## config.mk

```make
export PLATFORM = sky130hd
export DESIGN_NAME = fetch_ctrl
export DESIGN_NICKNAME = d
export VERILOG_FILES = /design/src/rtl/fetch_ctrl.sv
export SDC_FILE = /design/constraint.sdc
export NUM_CORES = 1
export LEC_CHECK = 0
export CAP_MARGIN = 20
export CORE_MARGIN = 5
export CORE_UTILIZATION = 35
export DETAILED_ROUTE_END_ITERATION = 12
export PLACE_DENSITY = 0.67
export RECOVER_POWER = 25
export SYNTH_ARGS = -nofsm -noshare
export SYNTH_HDL_FRONTEND = slang
export SYNTH_SLANG_ARGS = --single-unit
```

## constraint.sdc

```tcl
create_clock -name Clk -period 2 [get_ports Clk]
set_clock_uncertainty 0.05 [all_clocks]
set_input_delay 0.4 -clock Clk [delete_from_list [all_inputs] [get_ports Clk]]
set_output_delay 0.4 -clock Clk [all_outputs]
set_load 0.01 [all_outputs]
```

## src/rtl/fetch_ctrl.sv

```systemverilog
// Instruction fetch sequencer: drives PC onto the imem port, captures the response and holds it for decode.
// Latency: REQ -> WAIT -> HOLD, so one instruction every 3 cycles at best. Exactly one imem request is outstanding at a time.
// Backpressure: a HOLD stall holds inst/inst_pc and keeps imem_req low. A redirect from execute drops the wrong-path response.
//
// Ports:
//   Clk, reset (async, active-low)
//   imem_req/imem_addr/imem_ready      request side of the instruction memory
//   imem_rvalid/imem_rdata             response side of the instruction memory
//   inst_valid/inst_ready/inst/inst_pc instruction handed to decode
//   redirect_valid/redirect_pc         change of flow from execute
//   fetch_count                        number of instructions delivered to decode (wraps)
module fetch_ctrl #(
    parameter int              XLEN     = 32,
    parameter logic [XLEN-1:0] RESET_PC = '0
) (
    input  logic            Clk,
    input  logic            reset,
    output logic            imem_req,
    output logic [XLEN-1:0] imem_addr,
    input  logic            imem_ready,
    input  logic            imem_rvalid,
    input  logic [XLEN-1:0] imem_rdata,
    output logic            inst_valid,
    input  logic            inst_ready,
    output logic [XLEN-1:0] inst,
    output logic [XLEN-1:0] inst_pc,
    input  logic            redirect_valid,
    input  logic [XLEN-1:0] redirect_pc,
    output logic [31:0]     fetch_count
);

    typedef enum logic [1:0] {
        S_REQ  = 2'd0,  // request presented on the imem port
        S_WAIT = 2'd1,  // request accepted, response pending
        S_DROP = 2'd2,  // response pending, but it is on the wrong path
        S_HOLD = 2'd3   // instruction held until decode accepts it
    } state_t;

    state_t          state_q, state_d;
    logic [XLEN-1:0] pc_q, pc_d;
    logic [XLEN-1:0] inst_q, inst_d;
    logic [XLEN-1:0] inst_pc_q, inst_pc_d;
    logic [31:0]     fetch_count_q, fetch_count_d;
    logic [XLEN-1:0] redirect_target;

    // Redirect targets are forced to word alignment. A misaligned target is not flagged.
    assign redirect_target = redirect_pc & ~XLEN'(3);

    always_ff @(posedge Clk or negedge reset) begin
        if (!reset) begin
            state_q       <= S_REQ;
            pc_q          <= RESET_PC;
            inst_q        <= '0;
            inst_pc_q     <= '0;
            fetch_count_q <= '0;
        end else begin
            state_q       <= state_d;
            pc_q          <= pc_d;
            inst_q        <= inst_d;
            inst_pc_q     <= inst_pc_d;
            fetch_count_q <= fetch_count_d;
        end
    end

    always_comb begin
        state_d       = state_q;
        pc_d          = pc_q;
        inst_d        = inst_q;
        inst_pc_d     = inst_pc_q;
        fetch_count_d = fetch_count_q;

        // A redirect always reloads the PC, whatever the state. The state then
        // depends on whether a request is still in flight on the imem port.
        if (redirect_valid) begin
            pc_d = redirect_target;
        end

        unique case (state_q)
            S_REQ: begin
                if (imem_ready) begin
                    // Once accepted, the response must be drained even if the path was redirected.
                    state_d = redirect_valid ? S_DROP : S_WAIT;
                end
            end
            S_WAIT: begin
                if (redirect_valid) begin
                    state_d = imem_rvalid ? S_REQ : S_DROP;
                end else if (imem_rvalid) begin
                    state_d   = S_HOLD;
                    inst_d    = imem_rdata;
                    inst_pc_d = pc_q;
                    pc_d      = pc_q + XLEN'(4);  // wraps modulo 2^XLEN
                end
            end
            S_DROP: begin
                if (imem_rvalid) begin
                    state_d = S_REQ;
                end
            end
            S_HOLD: begin
                if (redirect_valid) begin
                    // The held instruction is on the wrong path. It is discarded and not counted.
                    state_d = S_REQ;
                end else if (inst_ready) begin
                    state_d       = S_REQ;
                    fetch_count_d = fetch_count_q + 32'd1;
                end
            end
            default: state_d = S_REQ;
        endcase
    end

    assign imem_req    = (state_q == S_REQ);
    assign imem_addr   = pc_q;
    // Suppress valid during a redirect so decode never takes a wrong-path instruction.
    assign inst_valid  = (state_q == S_HOLD) && !redirect_valid;
    assign inst        = inst_q;
    assign inst_pc     = inst_pc_q;
    assign fetch_count = fetch_count_q;

endmodule

```

==> results of run 1 <==
repair_timing:
| action | in CTS | in global routing |
|---|---|---|
| resized for setup | 3 | 9 |
| pin swaps | 0 | 0 |
| endpoints found under the hold margin | 40 | 0 |
| setup buffers | 2 | 4 |
| setup endpoints to repair | 4 | 12 |
| hold buffers | 1 | 0 |
worst reg2reg max path, cell delays in order (launching register included):
cell	delay, ns
dfrtp_2	0.44
buf_4	0.18
nor4bb_4	0.30
buf_6	0.18
nand2_1	0.08
o41a_1	0.32
a221oi_1	0.21
placed cells by master (no fill, tap or decap), drive strengths merged, types with 2 or more instances in the layout:
master and count:
nor2 24, o31ai 6, xor2 7, nand3 22
dlygate4sd2 2, or4 9, o21ai 20, dfrtp 130
and3b 2, clkdlybuf4s50 192, and4 8, buf 67
nor4 5, nor3 5, nand2 45, nand4b 6
a31oi 11, inv 9, or3 9, mux2 63
clkinv 3, xnor2 35, clkinvlp 2, o211ai 5
and3 4, mux2i 2, dlymetal6s2s 2, nor2b 3
clkbuf 25, nand4 22, ha 2
power by group:
group / switching (W) / leakage, nW / internal, W / total (W)
Sequential: 0.000442 / 1.63 / 0.00335 / 0.00380
Clock: 0.00106 / 0.260 / 0.00177 / 0.00283
Combinational: 0.00115 / 1.87 / 0.00197 / 0.00312
Total: 0.00265 / 3.75 / 0.00709 / 0.00974
sequential cells by signal (all words and copies together), names as in the netlist:
name and count:
inst_pc 32, imem_addr 32, state_q 2, inst 32
fetch_count 32
layout make-up:
cell class / count / area [um^2]
Multi-Input combinational cell: 329 / 2427
Timing Repair Buffer: 267 / 2521
Inverter: 9 / 33.78
Clock buffer: 22 / 474.2
Sequential cell: 130 / 3259
Fill cell: 1391 / 7353
Antenna cell: 1 / 2.502
Clock inverter: 6 / 60.06
Tap cell: 220 / 275.3
logic make-up after synthesis:
group | Yosys count
XOR/XNOR | 42
AND/OR/NAND/NOR | 170
adder cells (fa/ha/maj) | 2
buffers and inverters | 34
AO/OA/AOI/OAI | 50
multiplexers | 65
flip-flops | 130
worst min path at each step:
stage | start | endpoint | slack (ns) | cells past startpoint
4_1_cts | fetch_count[31] | fetch_count[31] | 0.43 | 1
3_3_place_gp | reset | fetch_count[21] | 0.31 | 1
5_1_grt | fetch_count[31] | fetch_count[31] | 0.45 | 1
2_1_floorplan | reset | fetch_count[0] | 0.05 | 0
6_report | reset | fetch_count[21] | 0.42 | 2
3_5_place_dp | reset | fetch_count[21] | 0.31 | 1
metal layers:
layer | vias up | GRT usage, % | part of all wire (%)
met5 | - | 0 | 0
met4 | 0 | 6.591 | 2.0
met3 | 24 | 5.552 | 7.0
met2 | 168 | 28.03 | 47
met1 | 2418 | 22.25 | 44
li1 | 2309 | - | -
through the flow:
step,cell area (um^2),total power (W),worst slack (ns)
2_1_floorplan,5796,0.004935,0.006458
3_3_place_gp,8476,0.006875,-0.2921
3_5_place_dp,8476,0.006986,-0.3061
4_1_cts,9034,0.009895,0.009328
5_1_grt,9054,0.01028,0.003887
6_report,9054,0.009743,0.06343
==> flow_summary.toml, run 1 <==
[layout]
layout-drive-gt1-share_pct = 22.67
area_delta_synth_final_pct = 56.25
post-route-util_pct = 55.18
fin_cells = 984
final_net_count = 826

[drt]
drt-initial-drc-count = 210
vias = 4919
ant_nets = 0
routed_wl_um = 16670
wire_per_inst_um = 16.94
post-route-drc-count = 0
vias_per_cell = 4.999
drt_pre_antenna_iters = 4

[sta]
timing.final.crit_period_ns = 1.937
finalCritPeriodShare_pct = 96.83
maxSlewHeadroom_pct = 48.53
hold_ws_ns = 0.4209
slew_viol_final = 0
setup_viol = 0
max_freq_ghz = 0.5164
finalSetupTns_ns = 0
grt_setup_unrepaired = "no"
hold_viol = 0
tightest_slew_ns = 0.7721

[hold_path]
hold_class = "in -> async"

[logic_synthesis]
synth_xor_area_share_pct = 6.349
ys_ff_latch = 130
synth_top_cell_by_area = "dfrtp_1"
synthMuxAreaShare_pct = 12.59
synthFlopType = "dfrtp_1"
synth-simple-area-share_pct = 16.30
async_flop_share_pct = 100.0
postSynthAreaPerCell_um2 = 11.75
synth_cell_type_count = 46
synth_compound_area_share_pct = 5.550
syn_nets = 565
yosysSeqAreaShare_pct = 56.14
synth_top_area_share_pct = 56.14
yosysMostFrequentCell = "dfrtp_1"
synth_warnings = 0
synth.top_cells.by_count = "130 x dfrtp_1, 63 x mux2_2, 45 x nand2_1, 35 x xnor2_1, 24 x nor2_1"
ys_top_cells_by_area = "dfrtp_1 56%, mux2_2 12%, xnor2_1 5.3%"
synth_area_um2 = 5794
synth_edf_count = 0
yosys.area_share.adder_pct = 0.4319
synth_top_family_by_area = "simple AND/OR/NAND/NOR gates"
synth_cells = 493

[worst_setup_path]
r2r-start = "state_q[1]"
required_ns = 1.55
crit_fanout = 5
crit_cells = 2
crit_end = "imem_addr[3]"
critPathCaptureType = "primary output"
r2r_cells = 6
crit_path_cell_trace = "buf_4 -> clkdlybuf4s50_1"
criticalPathCategory = "reg -> out"
rrSetupSlack_ns = 0.13
arrival_ns = 1.49
critPathLaunch = "imem_addr[3]"
path_buf_inv = 2
r2r-end = "imem_addr[23]"
cp-start-kind = "flop"
crit_slowest_cell = "clkdlybuf4s50_1"
crit_family = "buffers and inverters"
critPathMaxStageDelay_ns = 0.55

[global_route]
grt_usage_pct = 17.48
grt_pass1_vias = 5248
grt.overflow.total = 0
grt_antenna_before_repair = 1
grt_pass1_wl_um = 27530
grt_max_degree = 45

[clock_tree]
clock_latency_ns = 0.41
clkTransAtPathRegs_ns = 0.05
clockBufferDepth = 2
cts_root_buf = "clkbuf_16"
cts_num_sinks = 130
cts_tree = "built"
cts_buffers = 17
h-tree-depth = 4

[floorplanning]
core_um2 = 16410
initial_core_util_pct = 35.32
boundaryPins = 200
row_count = 47
die_area_um2 = 19230
die_w_um = 138.7
die_y_um = 138.7

[placed_design]
io_buffers = 197
dp.cells = 948
gp_congestion = 0.7893
hpwl_um = 12400

[power]
leakage_nw = 3.755
power_density_nw_per_um2 = 1076
vdd_ir_drop_max_mv = 0.5991

[run_status]
outcome = "finished clean"

[flow_run]
maxCapViolCount = 0
Note: power is estimated with default switching activity, not from simulation.
==> inputs of run 2 (changes only) <==
--- a/config.mk
+++ b/config.mk
@@ -6,10 +6,12 @@
 export NUM_CORES = 1
 export LEC_CHECK = 0
 export CAP_MARGIN = 20
+export CELL_PAD_IN_SITES_DETAIL_PLACEMENT = 0
+export CELL_PAD_IN_SITES_GLOBAL_PLACEMENT = 1
 export CORE_MARGIN = 5
-export CORE_UTILIZATION = 35
+export CORE_UTILIZATION = 32
 export DETAILED_ROUTE_END_ITERATION = 12
-export PLACE_DENSITY = 0.67
+export PLACE_DENSITY_LB_ADDON = 0.1
 export RECOVER_POWER = 25
 export SYNTH_ARGS = -nofsm -noshare
 export SYNTH_HDL_FRONTEND = slang
==> flow_summary.toml, run 2 (same netlist as run 1, synthesis figures left out) <==
[run_status]
outcome = "finished clean"

[global_route]
grtUsageMet2_pct = 25.21
grt_usage_pct = 16.09
grt_pass1_vias = 4883
met3_usage_pct = 5.721
grt_antenna_before_repair = 0
grt_pass1_wl_um = 26330
grt_busiest_layer = "met2"
grt.overflow.total = 0
grt_max_degree = 49
grtUsageMet1_pct = 21.29

[clock_tree]
h-tree-depth = 4
cts_buffers = 17
cts_num_sinks = 130
clkTransAtPathRegs_ns = 0.06
clock_latency_ns = 0.41
clockBufferDepth = 2
cts_root_buf = "clkbuf_16"
cts_tree = "built"

[layout]
layout_commonest_cell = "clkdlybuf4s50_1"
final_area_um2 = 9124
fillers = 1617
register_area_um2 = 3261
n_antenna_cell = 0
multi_input_area_um2 = 2420
layout-drive-gt1-share_pct = 22.13
final_net_count = 819
layout_common_cells = "187 x clkdlybuf4s50_1, 124 x dfrtp_1, 63 x mux2_2"
area_delta_synth_final_pct = 57.46

[worst_setup_path]
critPathMaxStageDelay_ns = 0.53
path_buf_inv = 2
r2r_cells = 6
crit_slowest_cell = "clkdlybuf4s50_1"
required_ns = 1.55
rrSetupSlack_ns = 0.12
arrival_ns = 1.47
critPathCaptureType = "primary output"
crit_path_cell_trace = "buf_4 -> clkdlybuf4s50_1"
r2r-end = "imem_addr[23]"
cp-start-kind = "flop"
criticalPathCategory = "reg -> out"
r2r-start = "state_q[1]"
crit_family = "buffers and inverters"
crit_fanout = 5

[sta]
setup_viol = 0
maxSlewHeadroom_pct = 26.25
finalCritPeriodShare_pct = 95.89
grt_setup_unrepaired = "no"
slew_viol_final = 0
hold_viol = 0
timing.final.crit_period_ns = 1.918
tightest_slew_ns = 1.106
max_freq_ghz = 0.5214

[drt]
routed_wl_um = 16800
ant_nets = 0
post-route-drc-count = 0
drt-initial-drc-count = 159
wire_per_inst_um = 17.00
vias = 4798
drt_pre_antenna_iters = 4
vias_per_cell = 4.856

[flow_run]
maxCapViolCount = 0

[floorplanning]
boundaryPins = 200
die_area_um2 = 20900
initial_core_util_pct = 32.37
row_count = 49
die_y_um = 144.6
die_w_um = 144.6
core_um2 = 17900

[power]
power_density_nw_per_um2 = 1114
p_total_w = 0.01017
leakage_nw = 3.806
vdd_ir_drop_max_mv = 0.6296

[placed_design]
gp_congestion = 0.7977
place_area_um2 = 8472
hpwl_um = 12410
io_buffers = 197

[hold_path]
whs_path_depth = 2
hold_class = "in -> reg"
min_to = "state_q[0]"
hp-start = "redirect_valid"
-- run 2: per-layer routing --
metal / share of wire [%] / up-vias
met5: 0 / -
met4: 0.96 / 0
met3: 7.9 / 8
met2: 46 / 153
met1: 45 / 2340
li1: - / 2297
-- run 2: worst reg2reg max path, cell delays in order, from the launching register on --
cell,delay (ns)
dfrtp_2,0.44
buf_4,0.16
nor4bb_4,0.25
buf_4,0.22
nand2_1,0.10
o41a_1,0.31
a221oi_1,0.24
-- run 2: final cells by class --
type / count / share of cell area, %
clock buffer: 22 / 5.088
timing repair buffer: 260 / 27.44
multi-input combinational: 329 / 26.52
sequential: 130 / 35.74
inverter: 9 / 0.3703
clock inverter: 9 / 1.700
tap: 229 / 3.140
-- run 2: worst max path at each step --
stage	start	to	cells after the start
floorplan	imem_addr[3]	imem_addr[20]	6
global placement	imem_rvalid	imem_addr[19]	5
detailed placement	imem_rvalid	imem_addr[21]	5
CTS	imem_addr[8]	imem_addr[8]	2
global route	imem_addr[26]	imem_addr[26]	1
finish	imem_addr[4]	imem_addr[4]	2
-- run 2: power breakdown --
group          internal (W)  switching, W  total, W
clock network       0.00215       0.00115   0.00329
registers           0.00335      0.000419   0.00377
logic               0.00196       0.00115   0.00311
total               0.00746       0.00271    0.0102
-- run 2: stage by stage --
| stage | utilization, % | hold WS, ns | instances | TNS (ns) | worst slack, ns |
|---|---|---|---|---|---|
| after floorplan | - | 0.05441 | 493 | 0 | 0.006458 |
| after global placement | 47.32 | 0.2868 | 954 | -17.39 | -0.2941 |
| after detailed placement | 47.32 | 0.2911 | 954 | -18.30 | -0.3205 |
| after CTS | 50.83 | 0.2024 | 986 | 0 | 0.001593 |
| after global routing | 50.96 | 0.3024 | 988 | 0 | 0.001522 |
| final | 50.96 | 0.3027 | 988 | 0 | 0.08222 |
-- run 2: timing repair --
action,4_1_cts,5_1_grt
resized for setup,3,11
buffers inserted,0,2
setup endpoints to repair,2,16
hold buffers,1,0
hold endpoints to repair,40,0
